===== src/rtl/hilo_muldiv_ctrl.sv =====
`default_nettype none
// ============================================================================
//  Module      : hilo_muldiv_ctrl
//  Description : HI/LO sequencing controller. Accepts MULT/MULTU/DIV/DIVU/
//                MTHI/MTLO from EX, runs a fixed-latency multiply or a
//                1-bit/cycle restoring divide, and drives the HI/LO write port.
//  Revision    : 1.0 - initial release
// ============================================================================
module hilo_muldiv_ctrl #(
    parameter int MUL_LAT = 2
) (
    input  logic        clk,
    input  logic        reset,
    input  logic        op_valid,
    input  logic [2:0]  op,
    input  logic [31:0] src_a,
    input  logic [31:0] src_b,
    input  logic        flush,
    output logic        op_ready,
    output logic        busy,
    output logic [1:0]  hilo_we,
    output logic [31:0] hilo_hi,
    output logic [31:0] hilo_lo,
    output logic        done
);

    localparam logic [2:0] c_OP_MULT  = 3'b000;
    localparam logic [2:0] c_OP_MULTU = 3'b001;
    localparam logic [2:0] c_OP_DIV   = 3'b010;
    localparam logic [2:0] c_OP_DIVU  = 3'b011;
    localparam logic [2:0] c_OP_MTHI  = 3'b100;
    localparam logic [2:0] c_OP_MTLO  = 3'b101;

    // Multiply latency counter only needs to hold MUL_LAT-1.
    localparam int                 c_MCW       = (MUL_LAT < 2) ? 1 : $clog2(MUL_LAT);
    localparam logic [c_MCW-1:0]   c_MUL_INIT  = c_MCW'(MUL_LAT - 1);
    localparam logic [c_MCW-1:0]   c_MUL_LAST  = c_MCW'(1);

    typedef enum logic [1:0] {
        S_IDLE = 2'd0,
        S_MUL  = 2'd1,
        S_DIV  = 2'd2
    } state_t;

    state_t            r_state,  w_state_nxt;
    logic [c_MCW-1:0]  r_mcnt,   w_mcnt_nxt;
    logic [4:0]        r_dcnt,   w_dcnt_nxt;
    logic [31:0]       r_opa,    w_opa_nxt;    // mul operand A / dividend shifting into quotient
    logic [31:0]       r_opb,    w_opb_nxt;    // mul operand B / divisor magnitude
    logic [32:0]       r_rem,    w_rem_nxt;    // partial remainder
    logic [31:0]       r_raw_a,  w_raw_a_nxt;  // unmodified dividend for divide-by-zero result
    logic              r_msign,  w_msign_nxt;  // signed multiply
    logic              r_qneg,   w_qneg_nxt;
    logic              r_rneg,   w_rneg_nxt;
    logic              r_dbz,    w_dbz_nxt;
    logic [1:0]        r_we,     w_we_nxt;
    logic [31:0]       r_hi,     w_hi_nxt;
    logic [31:0]       r_lo,     w_lo_nxt;
    logic              r_done,   w_done_nxt;

    logic        w_accept;
    logic        w_a_neg, w_b_neg;
    logic [31:0] w_a_mag, w_b_mag;
    logic [31:0] w_mul_x, w_mul_y;
    logic        w_mul_sgn;
    logic [63:0] w_prod;
    logic [33:0] w_rem_sh, w_diff;
    logic        w_fits;
    logic [32:0] w_rem_step;
    logic [31:0] w_quo_step;
    logic [31:0] w_quo_fin, w_rem_fin;

    assign op_ready = (r_state == S_IDLE);
    assign busy     = ~op_ready;
    assign hilo_we  = r_we;
    assign hilo_hi  = r_hi;
    assign hilo_lo  = r_lo;
    assign done     = r_done;

    assign w_accept = op_valid & op_ready & ~flush & (op <= c_OP_MTLO);

    // op[0] distinguishes the unsigned variants of both multiply and divide.
    assign w_a_neg = ~op[0] & src_a[31];
    assign w_b_neg = ~op[0] & src_b[31];
    assign w_a_mag = w_a_neg ? (~src_a + 32'd1) : src_a;
    assign w_b_mag = w_b_neg ? (~src_b + 32'd1) : src_b;

    // A single-cycle multiply is written straight from IDLE, so it takes its
    // operands from the request; longer latencies use the latched operands.
    generate
        if (MUL_LAT == 1) begin : g_mul_direct
            assign w_mul_x   = src_a;
            assign w_mul_y   = src_b;
            assign w_mul_sgn = ~op[0];
        end else begin : g_mul_latched
            assign w_mul_x   = r_opa;
            assign w_mul_y   = r_opb;
            assign w_mul_sgn = r_msign;
        end
    endgenerate

    // Sign-extending to 64 bits makes the truncated product correct for both signednesses.
    assign w_prod = {{32{w_mul_sgn & w_mul_x[31]}}, w_mul_x} *
                    {{32{w_mul_sgn & w_mul_y[31]}}, w_mul_y};

    // One restoring step: shift in the next dividend bit and try to subtract.
    assign w_rem_sh   = {r_rem, r_opa[31]};
    assign w_diff     = w_rem_sh - {2'b00, r_opb};
    assign w_fits     = ~w_diff[33];
    assign w_rem_step = w_fits ? w_diff[32:0] : w_rem_sh[32:0];
    assign w_quo_step = {r_opa[30:0], w_fits};
    assign w_quo_fin  = r_qneg ? (~w_quo_step + 32'd1) : w_quo_step;
    assign w_rem_fin  = r_rneg ? (~w_rem_step[31:0] + 32'd1) : w_rem_step[31:0];

    // Next-state, datapath and registered-output logic.
    always_comb begin
        w_state_nxt = r_state;
        w_mcnt_nxt  = r_mcnt;
        w_dcnt_nxt  = r_dcnt;
        w_opa_nxt   = r_opa;
        w_opb_nxt   = r_opb;
        w_rem_nxt   = r_rem;
        w_raw_a_nxt = r_raw_a;
        w_msign_nxt = r_msign;
        w_qneg_nxt  = r_qneg;
        w_rneg_nxt  = r_rneg;
        w_dbz_nxt   = r_dbz;
        w_we_nxt    = 2'b00;
        w_hi_nxt    = r_hi;
        w_lo_nxt    = r_lo;
        w_done_nxt  = 1'b0;

        case (r_state)
            S_IDLE: begin
                if (w_accept) begin
                    case (op)
                        c_OP_MTHI: begin
                            w_we_nxt   = 2'b10;
                            w_hi_nxt   = src_a;
                            w_done_nxt = 1'b1;
                        end
                        c_OP_MTLO: begin
                            w_we_nxt   = 2'b01;
                            w_lo_nxt   = src_a;
                            w_done_nxt = 1'b1;
                        end
                        c_OP_MULT, c_OP_MULTU: begin
                            if (MUL_LAT == 1) begin
                                w_we_nxt   = 2'b11;
                                w_hi_nxt   = w_prod[63:32];
                                w_lo_nxt   = w_prod[31:0];
                                w_done_nxt = 1'b1;
                            end else begin
                                w_opa_nxt   = src_a;
                                w_opb_nxt   = src_b;
                                w_msign_nxt = ~op[0];
                                w_mcnt_nxt  = c_MUL_INIT;
                                w_state_nxt = S_MUL;
                            end
                        end
                        c_OP_DIV, c_OP_DIVU: begin
                            w_opa_nxt   = w_a_mag;
                            w_opb_nxt   = w_b_mag;
                            w_rem_nxt   = 33'd0;
                            w_raw_a_nxt = src_a;
                            w_qneg_nxt  = w_a_neg ^ w_b_neg;
                            w_rneg_nxt  = w_a_neg;
                            w_dbz_nxt   = (src_b == 32'd0);
                            w_dcnt_nxt  = 5'd31;
                            w_state_nxt = S_DIV;
                        end
                        default: ;
                    endcase
                end
            end
            S_MUL: begin
                if (r_mcnt == c_MUL_LAST) begin
                    w_we_nxt    = 2'b11;
                    w_hi_nxt    = w_prod[63:32];
                    w_lo_nxt    = w_prod[31:0];
                    w_done_nxt  = 1'b1;
                    w_mcnt_nxt  = '0;
                    w_state_nxt = S_IDLE;
                end else begin
                    w_mcnt_nxt = r_mcnt - c_MCW'(1);
                end
            end
            S_DIV: begin
                w_opa_nxt = w_quo_step;
                w_rem_nxt = w_rem_step;
                if (r_dcnt == 5'd0) begin
                    // The last step is folded straight into the output registers.
                    w_we_nxt    = 2'b11;
                    w_lo_nxt    = r_dbz ? 32'hFFFF_FFFF : w_quo_fin;
                    w_hi_nxt    = r_dbz ? r_raw_a : w_rem_fin;
                    w_done_nxt  = 1'b1;
                    w_state_nxt = S_IDLE;
                end else begin
                    w_dcnt_nxt = r_dcnt - 5'd1;
                end
            end
            default: begin
                w_state_nxt = S_IDLE;
            end
        endcase

        // Flush cancels whatever is in flight; an already-visible write is unaffected.
        if (flush) begin
            w_state_nxt = S_IDLE;
            w_mcnt_nxt  = '0;
            w_dcnt_nxt  = 5'd0;
            w_we_nxt    = 2'b00;
            w_done_nxt  = 1'b0;
            w_hi_nxt    = r_hi;
            w_lo_nxt    = r_lo;
        end
    end

    // State and datapath registers with synchronous reset.
    always_ff @(posedge clk) begin
        if (reset) begin
            r_state <= S_IDLE;
            r_mcnt  <= '0;
            r_dcnt  <= 5'd0;
            r_opa   <= 32'd0;
            r_opb   <= 32'd0;
            r_rem   <= 33'd0;
            r_raw_a <= 32'd0;
            r_msign <= 1'b0;
            r_qneg  <= 1'b0;
            r_rneg  <= 1'b0;
            r_dbz   <= 1'b0;
            r_we    <= 2'b00;
            r_hi    <= 32'd0;
            r_lo    <= 32'd0;
            r_done  <= 1'b0;
        end else begin
            r_state <= w_state_nxt;
            r_mcnt  <= w_mcnt_nxt;
            r_dcnt  <= w_dcnt_nxt;
            r_opa   <= w_opa_nxt;
            r_opb   <= w_opb_nxt;
            r_rem   <= w_rem_nxt;
            r_raw_a <= w_raw_a_nxt;
            r_msign <= w_msign_nxt;
            r_qneg  <= w_qneg_nxt;
            r_rneg  <= w_rneg_nxt;
            r_dbz   <= w_dbz_nxt;
            r_we    <= w_we_nxt;
            r_hi    <= w_hi_nxt;
            r_lo    <= w_lo_nxt;
            r_done  <= w_done_nxt;
        end
    end

endmodule
`default_nettype wire

===== config.mk =====
export PLATFORM = sky130hd
export DESIGN_NAME = hilo_muldiv_ctrl
export DESIGN_NICKNAME = d
export VERILOG_FILES = /design/src/rtl/hilo_muldiv_ctrl.sv
export SDC_FILE = /design/constraint.sdc
export NUM_CORES = 2
export LEC_CHECK = 0
export CAP_MARGIN = 20
export CORE_UTILIZATION = 30
export CTS_CLUSTER_DIAMETER = 120
export CTS_CLUSTER_SIZE = 24
export DETAILED_ROUTE_END_ITERATION = 8
export HOLD_SLACK_MARGIN = 0.15
export PLACE_DENSITY_LB_ADDON = 0.15
export SYNTH_ARGS = -nofsm -noshare
export SYNTH_HDL_FRONTEND = slang
export SYNTH_SLANG_ARGS = --single-unit

===== constraint.sdc =====
create_clock -name clk -period 10.5 [get_ports clk]
set_input_delay 1.575 -clock clk [delete_from_list [all_inputs] [get_ports clk]]
set_output_delay 1.575 -clock clk [all_outputs]
set_load 0.05 [all_outputs]

* Word level (Yosys, flattened, before mapping) *
Cells that the tools add are included.

operators by class
  bitwise operators = 16
  multiplexer cells = 47
  multipliers = 1
  equality and inequality tests = 16
  reductions and logical operators = 22
  magnitude comparators = 1
  add/sub/neg operators = 7

operator list
  cell                   number
  $mux 32                15
  $pmux 32 s2            3
  $pmux 32 s3            2
  $add 32x1->32 const B  4
  $not 32->32            4
  $mux 33                3
  $pmux 33 s2            1
  $mul 33x33->64         1
  $sub 34x32->34         1
  $logic_not 32->1       1
  $reduce_and 3->1       6
  $mux 5                 3
  $mux 2                 6
  $pmux 2 s3             2
  $reduce_and 6->1       2
  $ne 2x1->1 const B     5
  $pmux 5 s2             1
  $pmux 2 s2             2
  $reduce_and 4->1       2
  $reduce_or 2->1        4
  $and 1x1->1            7
  $mux 1                 7
  $eq 3x2->1 const B     2
  $eq 3x3->1 const B     2
  17 further kinds       24

word-level totals
  bits in registers = 208
  output and inout bits = 69

* Longest topological paths before layout *
  depth after elaboration = 8
  depth in mapped cells = 32
  depth with buffers taken out = 31

* Worst setup path before layout *
OpenSTA, ideal clock, no wires.

  kind = register to register
  start point = register r_opa[31]
  end point = register r_hi[29], in the netlist hilo_hi[29]
  library setup time = 0.114 ns
  setup slack = 2.409 ns
  path buffers = 2
  data arrival time = 7.976 ns
  cell stages (with the launch flop) = 30
  data required time = 10.386 ns
  cell sequence = dfxtp_1 -> and2_1 -> clkbuf_1 -> nand2_1 -> inv_1 -> fa_1 -> fa_1 -> fa_1 -> inv_1 -> fa_1 -> inv_1 -> fa_1 -> fa_1 -> fa_1 -> inv_1 -> fa_1 -> inv_1 -> ha_1 -> clkbuf_1 -> a21o_1 -> a2111oi_0 -> or3_1 -> o211ai_1 -> o21ai_1 -> or4_1 -> nand3_1 -> xor2_1 -> a221o_1 -> a21oi_1 -> a2111oi_0

on the way
  longest elaborated chain between the ends = 8

ends and longest elaborated chain
  what                    line  RTL
  start, declared         48    logic [31:0] r_opa, w_opa_nxt;
  start signal, assigned  241   r_opa <= w_opa_nxt;
  $sub 34x32->34          108   assign w_diff = w_rem_sh - {2'b00, r_opb};
  $mux 33                 110   assign w_rem_step = w_fits ? w_diff[32:0] : w_rem_sh[32:0];
  $not 32->32             113   assign w_rem_fin = r_rneg ? (~w_rem_step[31:0] + 32'd1) : w_rem_step[31:0];
  $add 32x1->32           113
  $mux 32                 113
  $mux 32                 195   w_hi_nxt = r_dbz ? r_raw_a : w_rem_fin;
  $mux 32                 191   if (r_dcnt == 5'd0) begin
  $pmux 32 s3 *           133   case (r_state)
  end signal, assigned    250   r_hi <= w_hi_nxt;
  end, declared           57    logic [31:0] r_hi, w_hi_nxt;

Every way passes the cells marked *; elsewhere a longest branch is shown, timed or not. The select of a mux whose other input is x is not followed.
A chain may end at the register's enable or synchronous reset.

* Worst setup path in the final report *
  start point = register r_opa[6]
  end point = register r_hi[19], in the netlist hilo_hi[19]

on the way
  longest elaborated chain between the ends = 3

ends and longest elaborated chain
  what            line  RTL
  $mul 33x33->64  103   assign w_prod = {{32{w_mul_sgn & w_mul_x[31]}}, w_mul_x} *
  $mux 32         177   if (r_mcnt == c_MUL_LAST) begin
  $pmux 32 s3     133

No other way between the ends. The select of a mux whose other input is x is not followed.

==> impl_metrics.yaml <==
floorplan:
  fp.dieW_um: 420.6
  core_um2: 174000
  die-height_um: 420.6
  floorplan.die_area_um2: 176900
  floorplan.initialDensity_pct: 30.21
  row_count: 153
  io_pins: 140
global_routing:
  pin_count_of_the_biggest_net_entering_global_routing: 69
  global_route.usage.total_pct: 23.48
  grt.met3_usage_pct: 1.912
  first_global_vias: 45317
  grt_antenna_before_repair: 8
  global_route.peak_usage_layer: "met2"
  use_met1_pct: 30.47
  met2_resource_use_gr_pct: 40.08
  grt_pass1_wl_um: 305800
  global_route.overflow_total: 0
timing:
  clock_tree_skew_after_final_layout_ps: 60.23
  hold-worst-slack_ps: 457.4
  final_min_period_over_clock_period_pct: 90.15
  hold_viol_final: 0
  worst_slew_pin_slew_ps: 1160
  layout_min_cycle_time_ps: 9466
  setup_tns_final_ps: 0
  timing.final.setup_violations: 0
  max-slew-margin-rel_pct: 22.65
  setup_repair_after_global_routing_missed_its_margin: "false"
  fmaxAchievable_mhz: 105.6
  final-max-slew-violation-count: 0
pwr:
  static-leakage-power_uw: 0.02584
  power_density_nw_per_um2: 46.42
  finalPower_uw: 2647
  irDropWorstVdd_uv: 85.78
finish:
  nets: 7583
  drive_above_1_share_pct: 4.235
  synthToLayoutAreaGrowth_pct: 8.458
routing:
  route.detailed.vias_per_inst: 5.053
  detail-route-antenna-nets: 0
  route.final.wire_length_um: 203700
  wl_per_cell_um: 24.05
  detailedRoute.firstIterationViolations: 3237
  drt_drc_violations_left: 0
  drt_first_pass_iters: 6
  route.vias.total: 42791
place:
  portBuffers: 139
  detail_placement_hpwl_um: 165600
  gp_congestion: 0.9299
critical_path:
  highest_fanout_seen_on_the_critical_path: 15
  worstRegToRegCells: 27
  critical_path.endpoint_type: "register"
  cp-startpoint: "r_opa[6]$_SDFFE_PP0P_"
  critPathMostFrequentCell: "sky130_fd_sc_hd__fa_1"
  cp_top_family: "adder cells"
  crit-reg2reg-capture: "hilo_hi[19]$_SDFFE_PP0P_"
  worstPathBufferInverterCount: 5
  worstReg2RegStart: "r_opa[6]$_SDFFE_PP0P_"
  critical_path.max_stage_delay_ps: 1010
  regToRegSetupSlack_ps: 1030
  slowest_stage: "sky130_fd_sc_hd__dfxtp_1"
  critical_path_depth: 27
  required_ps: 10960
  cp.arrival_ps: 9930
  critical_path.endpoint: "hilo_hi[19]$_SDFFE_PP0P_"
  path_class: "register to register"
  startpoint_type: "register"
flow_run:
  max-cap-violations: 0
logic_synthesis:
  synth_top_area_share_pct: 42.88
  synth_largest_area_cell: "sky130_fd_sc_hd__fa_1"
  yosysWarningCount: 0
  ys_ff_latch: 208
  number_of_flops_mapped_to_enable_cells_by_yosys: 0
  netlist-cell-type-count: 94
  synth_area_um2: 52570
  synth_most_common_cell: "sky130_fd_sc_hd__inv_1"
  synthTopCellsByArea: "sky130_fd_sc_hd__fa_1, sky130_fd_sc_hd__inv_1, sky130_fd_sc_hd__dfxtp_1, sky130_fd_sc_hd__nand2_1, sky130_fd_sc_hd__ha_1"
  postSynthNetCount: 7695
  synth-async-reset-ratio_pct: 0
  avgSynthCellArea_um2: 8.421
  seq_area_frac_synth_pct: 7.920
  netlist_top_cells_count: "sky130_fd_sc_hd__inv_1, sky130_fd_sc_hd__fa_1, sky130_fd_sc_hd__nand2_1"
  syn-instance-count: 6243
  yosys_most_used_dff: "sky130_fd_sc_hd__dfxtp_1"
clocking:
  ctsLongestPathBuffers: 3
  h-tree-depth: 1
  cts_inserted_buffers: 15
  cts.reportedPaths.clkPinSlew_ps: 110
  clk_root_buffer_cell: "sky130_fd_sc_hd__clkbuf_16"
  cts.hold.buffers_added: 0
  clk-insertion-delay-late_ps: 580
  cts_tree: "done"
  post_cts_resized: 0
  cts.sink_count: 208
  post-cts-setup-buffer-count: 0
outcome:
  run_status: "complete, no violations"
worst_hold_path:
  holdCritPathClass: "register to register"
flip-flops by register name, summed over array words and instances, names as in the netlist:
name and cells:
r_rem 33, hilo_hi 32, hilo_lo 32, r_opa 32, r_opb 32, r_raw_a 32
r_dcnt 5, hilo_we 2, r_state 2, done 1, r_dbz 1, r_mcnt 1
r_msign 1, r_qneg 1, r_rneg 1
layer usage:
metal / up-vias / wire length [um]
li1: 18888 / -
met2: 1275 / 98800
met5: - / 42
met1: 22320 / 85040
met3: 302 / 9583
met4: 6 / 10180
stage by stage:
step	instance area, um2	setup slack (ps)	cells	utilization, %
floorplan	52570	2409	6243	-
global placement	56410	1038	8435	32.42
detailed placement	56470	1170	8439	32.45
CTS	57010	1069	8464	32.76
global route	57010	574.2	8464	32.76
finish	57020	1034	8469	32.77
placed cells by master (no fill, tap or decap), types with 68 or more instances in the layout:
master and count:
sky130_fd_sc_hd__fa_1 1126, sky130_fd_sc_hd__xnor2_1 134, sky130_fd_sc_hd__clkdlybuf4s50_1 138, sky130_fd_sc_hd__a21oi_1 289
sky130_fd_sc_hd__and2_1 317, sky130_fd_sc_hd__ha_1 252, sky130_fd_sc_hd__xor2_1 68, sky130_fd_sc_hd__o21ai_0 166
sky130_fd_sc_hd__nor2_1 322, sky130_fd_sc_hd__dfxtp_1 191, sky130_fd_sc_hd__inv_1 1185, sky130_fd_sc_hd__buf_4 138
sky130_fd_sc_hd__nand2_1 1012
worst reg2reg max path, delay by kind of cell (launching register included):
kind                       cells  cell delay (ps)
adders and majority gates      9             3830
DFF                            1             1010
AOI/OAI and AO/OA              9             3080
xor gates and xnor gates       1              160
buffers and inverters          5              870
and+or+nand+nor                3              390
cell families (layout without fill, tap and decap cells):
family | after synthesis | after routing | share of synthesized area [%]
other | 0 | 5 | 0
buffers and inverters | 1601 | 1497 | 11.53
flip-flops | 208 | 208 | 7.920
multiplexers | 37 | 37 | 0.7759
AND/OR/NAND/NOR | 1972 | 1972 | 16.95
XOR/XNOR | 202 | 202 | 3.365
adder cells (fa/ha/maj) | 1381 | 1381 | 48.95
AO/OA/AOI/OAI | 842 | 842 | 10.51
report_power, final:
| part | leakage, uW | internal [uW] | total, uW | switching, uW |
|---|---|---|---|---|
| sequential | 0.00169 | 808 | 880 | 72.1 |
| clock | 0.000255 | 330 | 726 | 395 |
| combinational | 0.0239 | 333 | 1040 | 709 |
worst min path at each step:
stage	from	endpoint	slack, ps	cells past startpoint
floorplan	r_raw_a[26]$_SDFFE_PP0P_	r_raw_a[26]$_SDFFE_PP0P_	430	2
global placement	r_raw_a[30]$_SDFFE_PP0P_	r_raw_a[30]$_SDFFE_PP0P_	440	2
detailed placement	r_raw_a[26]$_SDFFE_PP0P_	r_raw_a[26]$_SDFFE_PP0P_	440	2
CTS	r_raw_a[26]$_SDFFE_PP0P_	r_raw_a[26]$_SDFFE_PP0P_	460	2
global route	hilo_hi[3]$_SDFFE_PP0P_	hilo_hi[3]$_SDFFE_PP0P_	480	2
finish	r_raw_a[26]$_SDFFE_PP0P_	r_raw_a[26]$_SDFFE_PP0P_	460	2
area by class of cell:
cell class                      count  area (um2)
Antenna cell                        5       12.51
Clock inverter                     10       158.9
Clock buffer                       15       375.4
Sequential cell                   208        4185
Inverter                         1189        4463
Timing Repair Buffer              283        2531
Tap cell                         2325        2909
Fill cell                       18407      117000
Multi-Input combinational cell   4434       42380
No activity file was read; power rests on OpenSTA's default activity.
